$ cat config.mk
export PLATFORM = sky130hd
export DESIGN_NAME = bip_mem_copier_flat
export DESIGN_NICKNAME = d
export VERILOG_FILES = /design/src/rtl/bip_mem_if.sv /design/src/rtl/bip_mem_copier.sv /design/src/flat_wrapper.sv
export SDC_FILE = /design/constraint.sdc
export NUM_CORES = 1
export LEC_CHECK = 0
export ABC_AREA = 0
export BUFFER_PORTS_ARGS = -buffer_cell sky130_fd_sc_hd__buf_4
export CAP_MARGIN = 20
export CORE_MARGIN = 2
export CORE_UTILIZATION = 55
export CTS_CLUSTER_DIAMETER = 30
export DETAILED_ROUTE_END_ITERATION = 7
export PLACE_DENSITY = 0.8
export SETUP_SLACK_MARGIN = 0.2
export SLEW_MARGIN = 20
export SYNTH_ARGS = -nofsm -noshare
export SYNTH_HDL_FRONTEND = slang
export SYNTH_SLANG_ARGS = --single-unit
$ cat constraint.sdc
create_clock -name clk -period 4.5 [get_ports clk]
set_input_delay 0.9 -clock clk [delete_from_list [all_inputs] [get_ports clk]]
set_output_delay 0.9 -clock clk [all_outputs]
set_load 0.005 [all_outputs]
$ cat src/rtl/bip_mem_if.sv
// Request/response bus between a bus initiator and the BIP DataMemory
// (Rd, Wr, address, In_Data, Out_Data).
interface bip_mem_if #(
    parameter int ADDR_W = 11,
    parameter int DATA_W = 16
);
    logic              mem_rd;
    logic              mem_wr;
    logic [ADDR_W-1:0] mem_addr;
    logic [DATA_W-1:0] mem_wdata;
    logic [DATA_W-1:0] mem_rdata;

    modport master (
        output mem_rd, mem_wr, mem_addr, mem_wdata,
        input  mem_rdata
    );

    modport slave (
        input  mem_rd, mem_wr, mem_addr, mem_wdata,
        output mem_rdata
    );
endinterface

$ cat src/rtl/bip_mem_copier.sv
// Block-move engine for the BIP DataMemory: one read and one write per word.
// Optional running checksum of written words under `BIP_COPY_CHECKSUM_EN.
module bip_mem_copier #(
    parameter int ADDR_W = 11,
    parameter int DATA_W = 16,
    parameter int RD_LAT = 1
) (
    input  logic              clk,
    input  logic              rst,
    input  logic              start,
    input  logic              abort,
    input  logic [ADDR_W-1:0] src_addr,
    input  logic [ADDR_W-1:0] dst_addr,
    input  logic [ADDR_W:0]   length,
    output logic              busy,
    output logic              done,
    output logic              aborted,
`ifdef BIP_COPY_CHECKSUM_EN
    output logic [DATA_W-1:0] checksum,
`endif
    bip_mem_if.master         bus
);

    localparam int WC_W = (RD_LAT > 1) ? $clog2(RD_LAT) : 1;

    typedef enum logic [2:0] {IDLE, READ, WAIT, WRITE, DONE} state_t;

    state_t            state;
    state_t            state_next;
    logic [ADDR_W-1:0] src;
    logic [ADDR_W-1:0] dst;
    logic [ADDR_W:0]   remaining;
    logic [WC_W-1:0]   wait_cnt;
    logic [DATA_W-1:0] data;
    logic [ADDR_W-1:0] addr;
    logic              wait_last;
`ifdef BIP_COPY_CHECKSUM_EN
    logic [DATA_W-1:0] sum;
`endif

    assign wait_last = (wait_cnt == WC_W'(RD_LAT - 1));

    always_comb begin
        state_next = state;
        case (state)
            IDLE:    if (start) state_next = (length == '0) ? DONE : READ;
            READ:    state_next = abort ? DONE : WAIT;
            WAIT: begin
                if (abort)          state_next = DONE;
                else if (wait_last) state_next = WRITE;
            end
            WRITE:   state_next = (abort || remaining == (ADDR_W+1)'(1)) ? DONE : READ;
            DONE:    state_next = IDLE;
            default: state_next = IDLE;
        endcase
    end

    // Strobes decode straight from the state register so an async reset
    // drops them in the same instant; address/data are held registers.
    assign bus.mem_rd    = (state == READ);
    assign bus.mem_wr    = (state == WRITE);
    assign bus.mem_addr  = addr;
    assign bus.mem_wdata = data;
    assign busy          = (state != IDLE);
    assign done          = (state == DONE);
`ifdef BIP_COPY_CHECKSUM_EN
    assign checksum      = sum;
`endif

    always_ff @(posedge clk or posedge rst) begin
        if (rst) begin
            state     <= IDLE;
            src       <= '0;
            dst       <= '0;
            remaining <= '0;
            wait_cnt  <= '0;
            data      <= '0;
            addr      <= '0;
            aborted   <= 1'b0;
`ifdef BIP_COPY_CHECKSUM_EN
            sum       <= '0;
`endif
        end else begin
            state <= state_next;
            case (state)
                IDLE: begin
                    if (start) begin
                        src       <= src_addr;
                        dst       <= dst_addr;
                        remaining <= length;
                        aborted   <= 1'b0;
`ifdef BIP_COPY_CHECKSUM_EN
                        sum       <= '0;
`endif
                        if (state_next == READ) addr <= src_addr;
                    end
                end
                READ: begin
                    wait_cnt <= '0;
                    if (abort) aborted <= 1'b1;
                end
                WAIT: begin
                    if (abort) begin
                        aborted <= 1'b1;
                    end else if (wait_last) begin
                        data <= bus.mem_rdata;
                        addr <= dst;
                    end else begin
                        wait_cnt <= wait_cnt + WC_W'(1);
                    end
                end
                WRITE: begin
                    src       <= src + ADDR_W'(1);
                    dst       <= dst + ADDR_W'(1);
                    remaining <= remaining - (ADDR_W+1)'(1);
`ifdef BIP_COPY_CHECKSUM_EN
                    sum       <= sum + data;
`endif
                    if (abort) aborted <= 1'b1;
                    if (state_next == READ) addr <= src + ADDR_W'(1);
                end
                default: ;
            endcase
        end
    end

endmodule
$ cat src/flat_wrapper.sv
// flat-port wrapper written by rule: the top's interface ports become plain ports
module bip_mem_copier_flat 
#(
    parameter int ADDR_W = 11,
    parameter int DATA_W = 16,
    parameter int RD_LAT = 1
)
  (clk, rst, start, abort, src_addr, dst_addr, length, busy, done, aborted, bus_mem_rd, bus_mem_wr, bus_mem_addr, bus_mem_wdata, bus_mem_rdata);
  bip_mem_if #(.ADDR_W(ADDR_W), .DATA_W(DATA_W)) bus_i ();
  input  logic clk;
  input  logic rst;
  input  logic start;
  input  logic abort;
  input  logic [ADDR_W-1:0] src_addr;
  input  logic [ADDR_W-1:0] dst_addr;
  input  logic [ADDR_W:0] length;
  output logic busy;
  output logic done;
  output logic aborted;
  output wire logic [$bits(bus_i.mem_rd)-1:0] bus_mem_rd;
  output wire logic [$bits(bus_i.mem_wr)-1:0] bus_mem_wr;
  output wire logic [$bits(bus_i.mem_addr)-1:0] bus_mem_addr;
  output wire logic [$bits(bus_i.mem_wdata)-1:0] bus_mem_wdata;
  input wire logic [$bits(bus_i.mem_rdata)-1:0] bus_mem_rdata;
  assign bus_mem_rd = bus_i.mem_rd;
  assign bus_mem_wr = bus_i.mem_wr;
  assign bus_mem_addr = bus_i.mem_addr;
  assign bus_mem_wdata = bus_i.mem_wdata;
  assign bus_i.mem_rdata = bus_mem_rdata;
  bip_mem_copier #(.ADDR_W(ADDR_W), .DATA_W(DATA_W), .RD_LAT(RD_LAT)) u_core (.clk(clk), .rst(rst), .start(start), .abort(abort), .src_addr(src_addr), .dst_addr(dst_addr), .length(length), .busy(busy), .done(done), .aborted(aborted), .bus(bus_i));
endmodule
==> flow_summary.toml <==
[sta]
fin_ws_ns = 1.40
fmax_mhz = 322
finalHoldViolations = 0
slew_headroom = 0.377
period_needed_ns = 3.10
fin_worst_skew_ns = 0.00725
rsz0062_at_grt = "false"
tns_ns = 0
worstMarginPinSlew_ns = 0.934
slew_violations = 0
final.period_utilization = 0.690
setup_viol = 0

[clock_tree]
hold_buffers = 0
clockBufferDepth = 2
cts_sinks = 65
cts_made_buffers = 9
cts-root-buf = "clkbuf_8"
clk_pin_slew_ns = 0.07
cts_tree = "yes"
htreeDepth = 3
cts_resized = 0
cts_setup_buffers = 0
clk_latency_ns = 0.35

[global_routing]
grt-ovfl-total = 0
grt_pass1_vias = 3220
antenna_found_initial = 0
grt_pass1_wl_microns = 15900
grt_max_degree = 46
grtUsageTotal = 0.276

[worst_setup_path]
worstSetupEndpointType = "output pin"
crit_required_ns = 3.60
reg2regPathDepth = 6
start_kind = "flip-flop"
critical_path_peak_fanout = 25
crit_type = "reg -> out"
worstPathArrival_ns = 2.20
critPathMaxStageDelay_ns = 0.91
path_cells = "nand3b_1, inv_2, buf_4"
cp_slowest_cell = "dfrtp_1"

[logic_synthesis]
yosys.area.top_type = "dfrtp_1"
yosys_warnings = 0
ys_top_cells_by_area = "dfrtp_1 45%, mux2_2 5.9%, a21oi_1 4.0%, o21ai_0 3.4%, nand2_1 2.7%"
synth-main-ff-cell = "dfrtp_1"
synth-edff-count = 0
yosysMostFrequentCell = "dfrtp_1"
synth_async_sr_flop_share = 1.00
synth_common_cells = "65 x dfrtp_1, 29 x a21oi_1, 26 x nand2_1, 25 x o21ai_0, 23 x nor2_1"
netlist_area_sq_um = 3650
yosysSeqAreaShare = 0.446
synth_cell_types = 59
synth_seq_cells = 65
synthesis.nets = 444
yosysTopAreaCellShare = 0.446
syn-mean-instance-area_sq_um = 9.46
synth_cells = 386

[cells_and_area]
fillers = 477
multiInputGateArea_sq_um = 1860
antennaDiodeCount = 0
area_growth_pct = 24.4
num-nets-final = 518
drive_gt1_frac = 0.308
seqCellArea_sq_um = 1630

[drt]
routedWlPerCell_microns = 17.5
routed_wl_microns = 9480
drcViolationCount = 0
avgViaCountPerCell = 6.36
drt_iter0_drc = 351
vias = 3446
antenna_left = 0
detail_route.first_pass.iterations = 7

[worst_hold_path]
worst_hold_path_type = "reg -> reg"
min_path_cells = 1

[floorplanning]
die_area_sq_um = 7310
rows = 29
core_sq_um = 6390
start_util = 0.572
io-pin-count = 86
die_w_microns = 85.5
fp.dieH_microns = 85.5

[place]
place_ws_ns = 1.57
io_buffer_count = 85
place.detailed.hpwl_microns = 6760
gp_congestion = 0.901

[power]
p_leak_nw = 1.95
power-per-cell-area_nw_per_um2 = 690
vdd_drop_max_v = 0.000469

[flow_run]
cap_violations = 0

[status]
outcome = "finished, final reports clean"
==> state kept, by name (all words and copies together) (netlist names) <==
signal,count
u_core.aborted,1
u_core.dst,11
u_core.remaining,12
u_core.bus.mem_addr,11
u_core.bus.mem_wdata,16
u_core.src,11
u_core.state,3
==> cells by family after synthesis <==
| family | share of synthesized area |
|---|---|
| AOI/OAI and AO/OA | 0.227 |
| muxes | 0.0764 |
| DFF | 0.446 |
| and+or+nand+nor | 0.178 |
| xor gates and xnor gates | 0.00960 |
| adders and majority gates | 0.0137 |
| buffers and inverters | 0.0497 |
==> metrics by stage <==
step                      hold WS, ns  cell area (sq um)  cells   util  total power (W)
after global routing            0.523               4540    542  0.711          0.00337
after CTS                       0.513               4530    542  0.710          0.00312
final                           0.508               4540    542  0.711          0.00313
after floorplan                 0.463               3650    386      -          0.00206
after detailed placement        0.497               4320    526  0.677          0.00258
after global placement          0.487               4320    526  0.677          0.00252
==> layer usage <==
| metal | GRT usage | vias to the layer above | share of wire |
|---|---|---|---|
| li1 | - | 1607 | - |
| met1 | 0.379 | 1648 | 0.42 |
| met2 | 0.424 | 166 | 0.48 |
| met3 | 0.0593 | 25 | 0.078 |
| met4 | 0.117 | 0 | 0.023 |
| met5 | 0 | - | 0 |
==> critical path: cells and delay by family (launching register included) <==
kind                   cells  cell delay [ns]
buffers and inverters      2             0.33
AND/OR/NAND/NOR            1             0.61
flip-flops                 1             0.91
==> area by class of cell <==
class / instances / area share
Timing Repair Buffer: 91 / 0.150
Inverter: 16 / 0.0132
Clock inverter: 6 / 0.0182
Multi-Input combinational cell: 277 / 0.411
Tap cell: 77 / 0.0212
Clock buffer: 10 / 0.0281
Sequential cell: 65 / 0.358
==> worst paths after layout <==
| kind | startpoint | end | slack (ns) |
|---|---|---|---|
| max in group asynchronous | rst | u_core.dst[3] | 2.91 |
| hold reg to reg | u_core.bus.mem_wdata[0] | u_core.bus.mem_wdata[0] | 0.51 |
| setup reg to reg | u_core.state[0] | u_core.remaining[9] | 1.54 |
| min in group asynchronous | rst | u_core.bus.mem_wdata[12] | 0.76 |
| hold / removal | u_core.bus.mem_wdata[0] | u_core.bus.mem_wdata[0] | 0.51 |
| setup / recovery | u_core.state[0] | bus_mem_wr | 1.40 |
==> cell usage in the layout (no fill, tap or decap), drive strengths merged, types with 5 or more instances in the layout <==
cell type,netlist,final
clkbuf,17,10
a211o,6,6
nor3b,6,6
nand2,26,26
inv,16,16
a211oi,5,5
o22ai,9,9
nand3,19,19
dfrtp,65,65
mux2i,5,5
nand4,9,9
mux2,20,20
buf,11,91
a21oi,30,30
a2111oi,7,7
o21ai,25,25
nor4,7,7
nor2,23,23
nor3,10,10
a31oi,13,13
o211ai,5,5
==> where the power goes <==
| part | switching (W) | total (W) | leakage [nW] | internal (W) |
|---|---|---|---|---|
| registers | 0.000323 | 0.00120 | 0.759 | 0.000877 |
| clock network | 0.000230 | 0.000539 | 0.106 | 0.000309 |
| logic | 0.000709 | 0.00139 | 1.09 | 0.000686 |
(Power assumes the default switching activity.)
